[config.mk]
export PLATFORM = sky130hd
export DESIGN_NAME = frame_capture_bram0
export DESIGN_NICKNAME = d
export VERILOG_FILES = /design/src/rtl/frame_capture_bram0.sv
export SDC_FILE = /design/constraint.sdc
export NUM_CORES = 1
export LEC_CHECK = 0
export BUFFER_PORTS_ARGS = -buffer_cell sky130_fd_sc_hd__buf_2
export CORE_MARGIN = 2
export CORE_UTILIZATION = 55
export CTS_BUF_LIST = sky130_fd_sc_hd__clkbuf_8 sky130_fd_sc_hd__clkbuf_16
export DETAILED_ROUTE_END_ITERATION = 12
export PLACE_DENSITY_LB_ADDON = 0.08
export SLEW_MARGIN = 5
export SYNTH_ARGS = -nofsm -noshare
export SYNTH_HDL_FRONTEND = slang
export SYNTH_SLANG_ARGS = --single-unit
export TNS_END_PERCENT = 5
[constraint.sdc]
create_clock -name clk -period 5.28 [get_ports clk]
set_clock_uncertainty 0.15 [all_clocks]
set_input_delay 1.056 -clock clk [delete_from_list [all_inputs] [get_ports clk]]
set_output_delay 1.056 -clock clk [all_outputs]
set_load 0.02 [all_outputs]
[src/rtl/frame_capture_bram0.sv]
// frame_capture_bram0: captures one raster frame from a valid/ready pixel
// stream into BRAM0 port 0. It then pulses o_complete together with the
// last-pixel address for the downstream Sobel FSM.
// Optional feature: define FRAME_CAPTURE_LINE_CHECK_EN to flag an s_eol that
// disagrees with the column count in o_err. Addressing is not affected.
module frame_capture_bram0 #(
  parameter int DATA_WIDTH   = 8,
  parameter int ADDR_WIDTH   = 12,
  parameter int IMAGE_WIDTH  = 64,
  parameter int IMAGE_HEIGHT = 64
) (
  input  logic                  clk,
  input  logic                  rst,
  input  logic                  i_start,
  input  logic                  i_consumer_idle,
  input  logic                  s_valid,
  input  logic [DATA_WIDTH-1:0] s_data,
  input  logic                  s_sof,
  input  logic                  s_eol,
  output logic                  s_ready,
  output logic                  b0_ce0,
  output logic                  b0_we0,
  output logic [ADDR_WIDTH-1:0] b0_addr0,
  output logic [DATA_WIDTH-1:0] b0_d0,
  output logic                  o_complete,
  output logic [ADDR_WIDTH-1:0] o_num_cnt,
  output logic                  o_busy,
  output logic                  o_err
);

  localparam logic [ADDR_WIDTH-1:0] COL_LAST  = ADDR_WIDTH'(IMAGE_WIDTH - 1);
  localparam logic [ADDR_WIDTH-1:0] ROW_LAST  = ADDR_WIDTH'(IMAGE_HEIGHT - 1);
  localparam logic [ADDR_WIDTH-1:0] PIX_LAST  = ADDR_WIDTH'(IMAGE_WIDTH * IMAGE_HEIGHT - 1);
  localparam logic [ADDR_WIDTH-1:0] ADDR_ZERO = {ADDR_WIDTH{1'b0}};
  localparam logic [ADDR_WIDTH-1:0] ADDR_ONE  = ADDR_WIDTH'(1'b1);

  typedef enum logic [1:0] {
    IDLE     = 2'd0,
    WAIT_SOF = 2'd1,
    CAPTURE  = 2'd2,
    DONE     = 2'd3
  } state_t;

  state_t                state_r;
  logic [ADDR_WIDTH-1:0] pix_addr_r;
  logic [ADDR_WIDTH-1:0] col_cnt_r;
  logic [ADDR_WIDTH-1:0] row_cnt_r;

  logic                  accept_s;
  logic                  resync_s;
  logic                  last_s;
  logic                  line_err_s;
  logic [ADDR_WIDTH-1:0] beat_addr_s;
  logic [ADDR_WIDTH-1:0] beat_col_s;
  logic [ADDR_WIDTH-1:0] beat_row_s;

  assign accept_s = s_valid & s_ready;

`ifndef FRAME_CAPTURE_LINE_CHECK_EN
  logic unused_eol_s;
  assign unused_eol_s = s_eol;
`endif

  // Raster position of the current beat; an SOF always restarts the frame at pixel 0
  always_comb begin
    beat_addr_s = pix_addr_r;
    beat_col_s  = col_cnt_r;
    beat_row_s  = row_cnt_r;
    resync_s    = 1'b0;
    line_err_s  = 1'b0;
    if (s_sof) begin
      beat_addr_s = ADDR_ZERO;
      beat_col_s  = ADDR_ZERO;
      beat_row_s  = ADDR_ZERO;
      resync_s    = (state_r == CAPTURE);
    end else begin
      beat_addr_s = pix_addr_r;
      beat_col_s  = col_cnt_r;
      beat_row_s  = row_cnt_r;
    end
`ifdef FRAME_CAPTURE_LINE_CHECK_EN
    if (state_r == CAPTURE) begin
      line_err_s = (s_eol != (beat_col_s == COL_LAST));
    end else begin
      line_err_s = 1'b0;
    end
`endif
    last_s = (beat_row_s == ROW_LAST) && (beat_col_s == COL_LAST);
  end

  // Capture FSM with registered handshake, BRAM write port and status outputs
  always_ff @(posedge clk) begin
    if (rst) begin
      state_r    <= IDLE;
      pix_addr_r <= ADDR_ZERO;
      col_cnt_r  <= ADDR_ZERO;
      row_cnt_r  <= ADDR_ZERO;
      s_ready    <= 1'b0;
      b0_ce0     <= 1'b0;
      b0_we0     <= 1'b0;
      b0_addr0   <= ADDR_ZERO;
      b0_d0      <= {DATA_WIDTH{1'b0}};
      o_complete <= 1'b0;
      o_num_cnt  <= ADDR_ZERO;
      o_busy     <= 1'b0;
      o_err      <= 1'b0;
    end else begin
      b0_ce0     <= 1'b0;
      b0_we0     <= 1'b0;
      o_complete <= 1'b0;
      case (state_r)
        IDLE: begin
          if (i_start && i_consumer_idle) begin
            state_r    <= WAIT_SOF;
            s_ready    <= 1'b1;
            o_busy     <= 1'b1;
            o_err      <= 1'b0;
            o_num_cnt  <= ADDR_ZERO;
            pix_addr_r <= ADDR_ZERO;
            col_cnt_r  <= ADDR_ZERO;
            row_cnt_r  <= ADDR_ZERO;
          end else begin
            s_ready <= 1'b0;
            o_busy  <= 1'b0;
          end
        end
        WAIT_SOF, CAPTURE: begin
          // Beats before the first SOF are dropped without a write
          if (accept_s && (s_sof || (state_r == CAPTURE))) begin
            b0_ce0   <= 1'b1;
            b0_we0   <= 1'b1;
            b0_addr0 <= beat_addr_s;
            b0_d0    <= s_data;
            if (resync_s || line_err_s) begin
              o_err <= 1'b1;
            end else begin
              o_err <= o_err;
            end
            if (last_s) begin
              state_r   <= DONE;
              s_ready   <= 1'b0;
              o_num_cnt <= PIX_LAST;
            end else begin
              state_r    <= CAPTURE;
              pix_addr_r <= beat_addr_s + ADDR_ONE;
              if (beat_col_s == COL_LAST) begin
                col_cnt_r <= ADDR_ZERO;
                row_cnt_r <= beat_row_s + ADDR_ONE;
              end else begin
                col_cnt_r <= beat_col_s + ADDR_ONE;
                row_cnt_r <= beat_row_s;
              end
            end
          end else begin
            state_r <= state_r;
          end
        end
        DONE: begin
          // Final write committed last cycle; now signal the consumer
          state_r    <= IDLE;
          s_ready    <= 1'b0;
          o_busy     <= 1'b0;
          o_complete <= 1'b1;
        end
        default: begin
          state_r <= IDLE;
          s_ready <= 1'b0;
          o_busy  <= 1'b0;
        end
      endcase
    end
  end

endmodule

# Yosys cells after proc, flatten, opt, wreduce, memory -nomap -nowiden
# Index checks and enable logic that the tools add are counted.
totals:
  output_inout_bits: 38
  in_bits: 15
  ff_bits: 75
  elab_cells: 76
classes:
  n_mux: 34
  n_reduce_logical: 15
  n_eq_ne: 10
  bitwise: 2
  addsub: 3
ops:
  columns: ["operator", "n"]
  rows:
  - ["$mux W12", 14]
  - ["$pmux W12 S2", 4]
  - ["$add A12 B1 Y12 const B", 3]
  - ["$eq A12 B6 Y1 const B", 2]
  - ["$reduce_and A4 Y1", 3]
  - ["$mux W1", 10]
  - ["$ne A2 B2 Y1 const B", 5]
  - ["$pmux W2 S3", 1]
  - ["$reduce_and A2 Y1", 3]
  - ["$eq A2 B2 Y1 const B", 2]
  - ["$mux W2", 2]
  - ["$pmux W1 S2", 2]
  - ["$reduce_bool A2 Y1", 2]
  - ["$reduce_or A2 Y1", 2]
  - ["$logic_and A1 B1 Y1", 3]
  - ["$pmux W1 S3", 1]
  - ["$eq A2 B1 Y1 const B", 1]
  - ["$logic_not A2 Y1", 1]
  - ["$and A1 B1 Y1", 1]
  - ["$logic_or A1 B1 Y1", 1]
  - ["$not A1 Y1", 1]

# Longest topological paths before layout
depth:
  depth_word: 6
  ltp_mapped: 12
  depth_no_buf: 7

# Worst setup path after synthesis
# OpenSTA, ideal clock, no wires.
synth_path:
  kind: "input port to flip-flop"
  startpoint: "input port s_sof"
  endpoint: "register row_cnt_r[10]"
  setup_ns: 0.120
  path_buffers: 4
  slack_ns: 1.245
  cell_stages: 11
  t_arrival_ns: 3.765
  path_cell_list: "clkbuf_1 clkbuf_1 clkbuf_1 nor2b_1 ha_1 nand3_1 or4_1 clkbuf_2 or4_4 and3_4 a211o_1"
synth_between:
  elab_chain_len: 6
  elab_cells_between_ends: 15
synth_rtl:
  columns: ["element", "line_no", "text"]
  rows:
  - ["start, declared", "18", "input logic s_sof,"]
  - ["$mux W12", "71", "if (s_sof) begin"]
  - ["$add A12 B1 Y12 or $eq A12 B6 Y1 (tied branches)", "148, 88, 146", null]
  - ["$mux W12", "146", "if (beat_col_s == COL_LAST) begin"]
  - ["$mux W12", "139", "if (last_s) begin"]
  - ["$mux W12", "129", "if (accept_s && (s_sof || (state_r == CAPTURE))) begin"]
  - ["$pmux W12 S2", "111", "case (state_r)"]
  - ["end signal, assigned", "148", "row_cnt_r <= beat_row_s + ADDR_ONE;"]
  - ["end signal, assigned", "151", "row_cnt_r <= beat_row_s;"]
  - ["end, declared", "47", "logic [ADDR_WIDTH-1:0] row_cnt_r;"]
# Several ways; a longest one is shown, not always the timed one. The select of a mux whose other input is x is not followed.
# A chain may end at the register's enable or synchronous reset.

# Worst setup path in the final report
layout_path:
  startpoint: "input port s_sof"
  endpoint: "register row_cnt_r[3]"
# The elaborated chain is that of the path after synthesis.

==> flow_summary_export.csv <==
group,metric,value,unit
final_layout,finish.utilization,64.9,%
power_and_ir_drop,p_int,0.000857,W
critical_path,timing.setup.critical_path_class,"primary input to flip-flop",
timing,count_of_pins_over_their_slew_limit,0,
power_and_ir_drop,clockPowerShare,45.0,%
final_layout,flow.area_growth_from_synthesis,13.5,%
synthesis,synth_async_sr_flop_share,0,%
min_path,hold_path_end,"b0_d0[2]$_SDFFE_PP0P_",
synthesis,ys_top_cells_by_area,"dfxtp_1 (38%), a21oi_1 (6.2%), nand2_1 (4.4%), nor2_1 (4.0%), buf_4 (2.7%)",
synthesis,synth_compound_area_share,23.3,%
timing,worst_pin_slew,1.07,ns
floorplanning,fp.dieArea,6790,um2
grt,grtUsageTotal,27.0,%
synthesis,ys_types,64,
timing,summed_negative_setup_slack_over_all_endpoints,0,ns
clock_network,cts_setup_buffers,0,
clock_network,cts_max_path_buffers,2,
critical_path,critPathRequiredTime,5.37,ns
synthesis,synthMostInstantiatedCell,"dfxtp_1",
clock_network,ctsHoldBuffers,0,
synthesis,synth_top_family_by_area,"simple AND/OR/NAND/NOR gates",
min_path,min_delay_path_depth,2,
drt,wl_per_cell,16.3,um
synthesis,synthMuxAreaShare,0.999,%
final_layout,antennaDiodeCount,0,
power_and_ir_drop,comb_power_share,13.6,%
drt,vias_per_cell,6.14,
floorplanning,design.core.area,5920,um2
critical_path,setup.worst_path.end_class,"flip-flop",
floorplanning,die_y,82.4,um
timing,max-slew-margin-rel,28.1,%
critical_path,data_arrival_time_of_the_worst_path,4.13,ns
grt,grt_pass1_vias,2827,
floorplanning,rows,28,
floorplanning,die_w,82.4,um
grt,met3_usage_grt,4.57,%
synthesis,seq_total_area_yosys,37.9,%
grt,layer_with_the_highest_usage,"met2",
clock_network,post_cts_resize_count,0,
clock_network,cts_tree,"done",
clock_network,clkSinkCount,64,
power_and_ir_drop,power_frac_seq,41.4,%
grt,met2_usage,40.2,%
timing,finalSetupViolCount,0,
critical_path,slowest_cell_on_the_critical_path,"o211ai_1",
place,place_hpwl,5690,um
clock_network,cts_buf_count,9,
grt,grt_start_max_net_pins,55,
critical_path,crit-reg2reg-launch,"col_cnt_r[0]$_SDFFE_PP0P_",
synthesis,avg_synthesized_cell_area,8.06,um2
timing,timing_hold_violations_final,0,
drt,detail_route.wirelength,8650,um
timing,fmax,248,MHz
timing,timing.final.crit_share,76.5,%
synthesis,post_synthesis_xor_xnor_area_fraction,0.518,%
final_layout,finish.instance_area,3840,um2
min_path,min-delay-path-class,"flip-flop to flip-flop",
run,cap_viol_max_count,0,
clock_network,worstSkewPairLatency,0.36,ns
final_layout,final_nets,471,
min_path,worst_hold_startpoint,"b0_d0[2]$_SDFFE_PP0P_",
power_and_ir_drop,total_switching_power,0.000336,W
critical_path,crit_fanout,30,
critical_path,r2r_setup_slack,1.89,ns
drt,drt_first_pass_iters,5,
place,detailed_place.area,3590,um2
timing,fin_crit,4.04,ns
power_and_ir_drop,power.share.switching,28.2,%
power_and_ir_drop,cellPowerDensity,311,nW/um2
clock_network,clock_root_buffer_master,"clkbuf_8",
synthesis,synth_fa_ha_area_share,2.22,%
synthesis,synth_top_area_share,37.9,%
critical_path,critical_path.cell_chain,"buf_2 -> nor2b_1 -> ha_1 -> nand3_1 -> or4_1 -> o211ai_1 -> o22ai_1 -> a21o_1",
place,gp_congestion,0.862,
floorplanning,boundaryPins,53,
synthesis,synth_cells,420,
synthesis,simple_gate_portion_of_the_synthesized_area,28.0,%
clock_network,path_clk_slew,0.07,ns
synthesis,ys.warnings.count,0,
grt,initial_antenna_violation_count,0,
drt,drc_errors,0,
place,io_buffers,51,
synthesis,post_synth_instance_area,3380,um2
final_layout,drive_above_1_share,19.1,%
power_and_ir_drop,worst_ir_drop_vdd,0.217,mV
critical_path,regToRegEndpoint,"row_cnt_r[3]$_SDFFE_PP0P_",
drt,ant_nets,0,
critical_path,critical_path.max_stage_delay,0.83,ns
timing,fin_worst_hold_slack,0.302,ns
grt,grt_pass1_wl,14000,um
synthesis,synth-main-ff-cell,"dfxtp_1",
critical_path,timing.reg2reg.worst_path_depth,7,
floorplanning,effective_utilization_at_floorplan,57.1,%
critical_path,worst_setup_path_start_kind,"primary input",
clock_network,htreeDepth,3,
drt,num_vias,3256,
grt,residual_overflow_from_global_routing,0,
grt,groute.layer.met1.usage,38.2,%
synthesis,synth.ff_latch_count,64,
synthesis,yosys-top-cells-count,"dfxtp_1 (64), a21oi_1 (42), nand2_1 (40)",
synthesis,syn-num-nets,441,
synthesis,synth-edff-count,0,
drt,first_iter_violations,245,
timing,rsz0062_at_grt,"false",
power_and_ir_drop,power.static_leakage,1.55,nW
synthesis,synth_largest_area_cell,"dfxtp_1",
status,outcome,"finished clean",
[worst max path at each step]
stage / from / to / slack (ns)
floorplan: s_sof / row_cnt_r[10]$_SDFFE_PP0P_ / 1.24
global placement: s_sof / row_cnt_r[3]$_SDFFE_PP0P_ / 1.04
detailed placement: s_sof / row_cnt_r[3]$_SDFFE_PP0P_ / 0.99
CTS: s_sof / row_cnt_r[3]$_SDFFE_PP0P_ / 1.32
global route: s_sof / row_cnt_r[9]$_SDFFE_PP0P_ / 1.02
finish: s_sof / row_cnt_r[3]$_SDFFE_PP0P_ / 1.24
[routing by layer]
metal	up-vias	wire length, um
li1	1611	-
met1	1528	4080
met2	106	3950
met3	11	508
met4	0	114
met5	-	0
[stage by stage]
stage               worst slack (ns)  instances  total power (W)
floorplan                       1.24        420         0.000642
global placement                1.04        514         0.000664
detailed placement             0.991        514         0.000666
CTS                             1.32        530          0.00119
global route                    1.02        530          0.00123
finish                          1.24        530          0.00119
[cells in the final DEF (no fill, tap or decap), drive strengths merged, types with 4 or more instances in the layout]
cell,n
ha,6
nand3,17
or4,8
and4b,4
o22ai,8
o31ai,4
inv,16
dfxtp,64
nor3,14
clkbuf,9
a21oi,42
nor4,9
nor2b,7
nand4,6
and4,4
nor2,36
o211ai,6
o21ai,12
buf,55
a21o,9
and3,11
a22o,4
a22oi,7
nand2,40
[power by group through the flow]
stage          clock network (W)  logic [W]  registers (W)
3_3_place_gp                   0   0.000158       0.000505
6_report                0.000537   0.000162       0.000495
5_1_grt                 0.000558   0.000178       0.000497
4_1_cts                 0.000538   0.000161       0.000495
3_5_place_dp                   0   0.000160       0.000506
2_1_floorplan                  0   0.000133       0.000509
[sequential cells by signal (all words and copies together) (netlist names)]
| register | count |
|---|---|
| row_cnt_r | 12 |
| b0_addr0 | 12 |
| state_r | 2 |
| o_err | 1 |
| pix_addr_r | 12 |
| o_complete | 1 |
| s_ready | 1 |
| o_num_cnt | 1 |
| b0_we0 | 1 |
| col_cnt_r | 12 |
| b0_d0 | 8 |
| o_busy | 1 |
[cell families after synthesis]
kind of cell / count (synthesis)
AO/OA/AOI/OAI: 119
flip-flops: 64
multiplexers: 3
buffers and inverters: 51
AND/OR/NAND/NOR: 175
adder cells (fa/ha/maj): 6
XOR/XNOR: 2
[critical path, delay by kind of cell]
family,cells,cell delay [ns]
AOI/OAI and AO/OA,3,1.24
adders and majority gates,1,0.23
buffers and inverters,1,0.28
and+or+nand+nor,3,1.30
[area by class of cell]
class / instances / area (um2)
repair buffers: 55 / 285
flip-flops and latches: 64 / 1280
inverters: 15 / 56.3
well taps: 75 / 93.8
clock inverters: 7 / 128
fillers: 527 / 2080
multi-input cells: 305 / 1870
clock buffers: 9 / 124
Note: power is estimated with default switching activity, not from simulation.
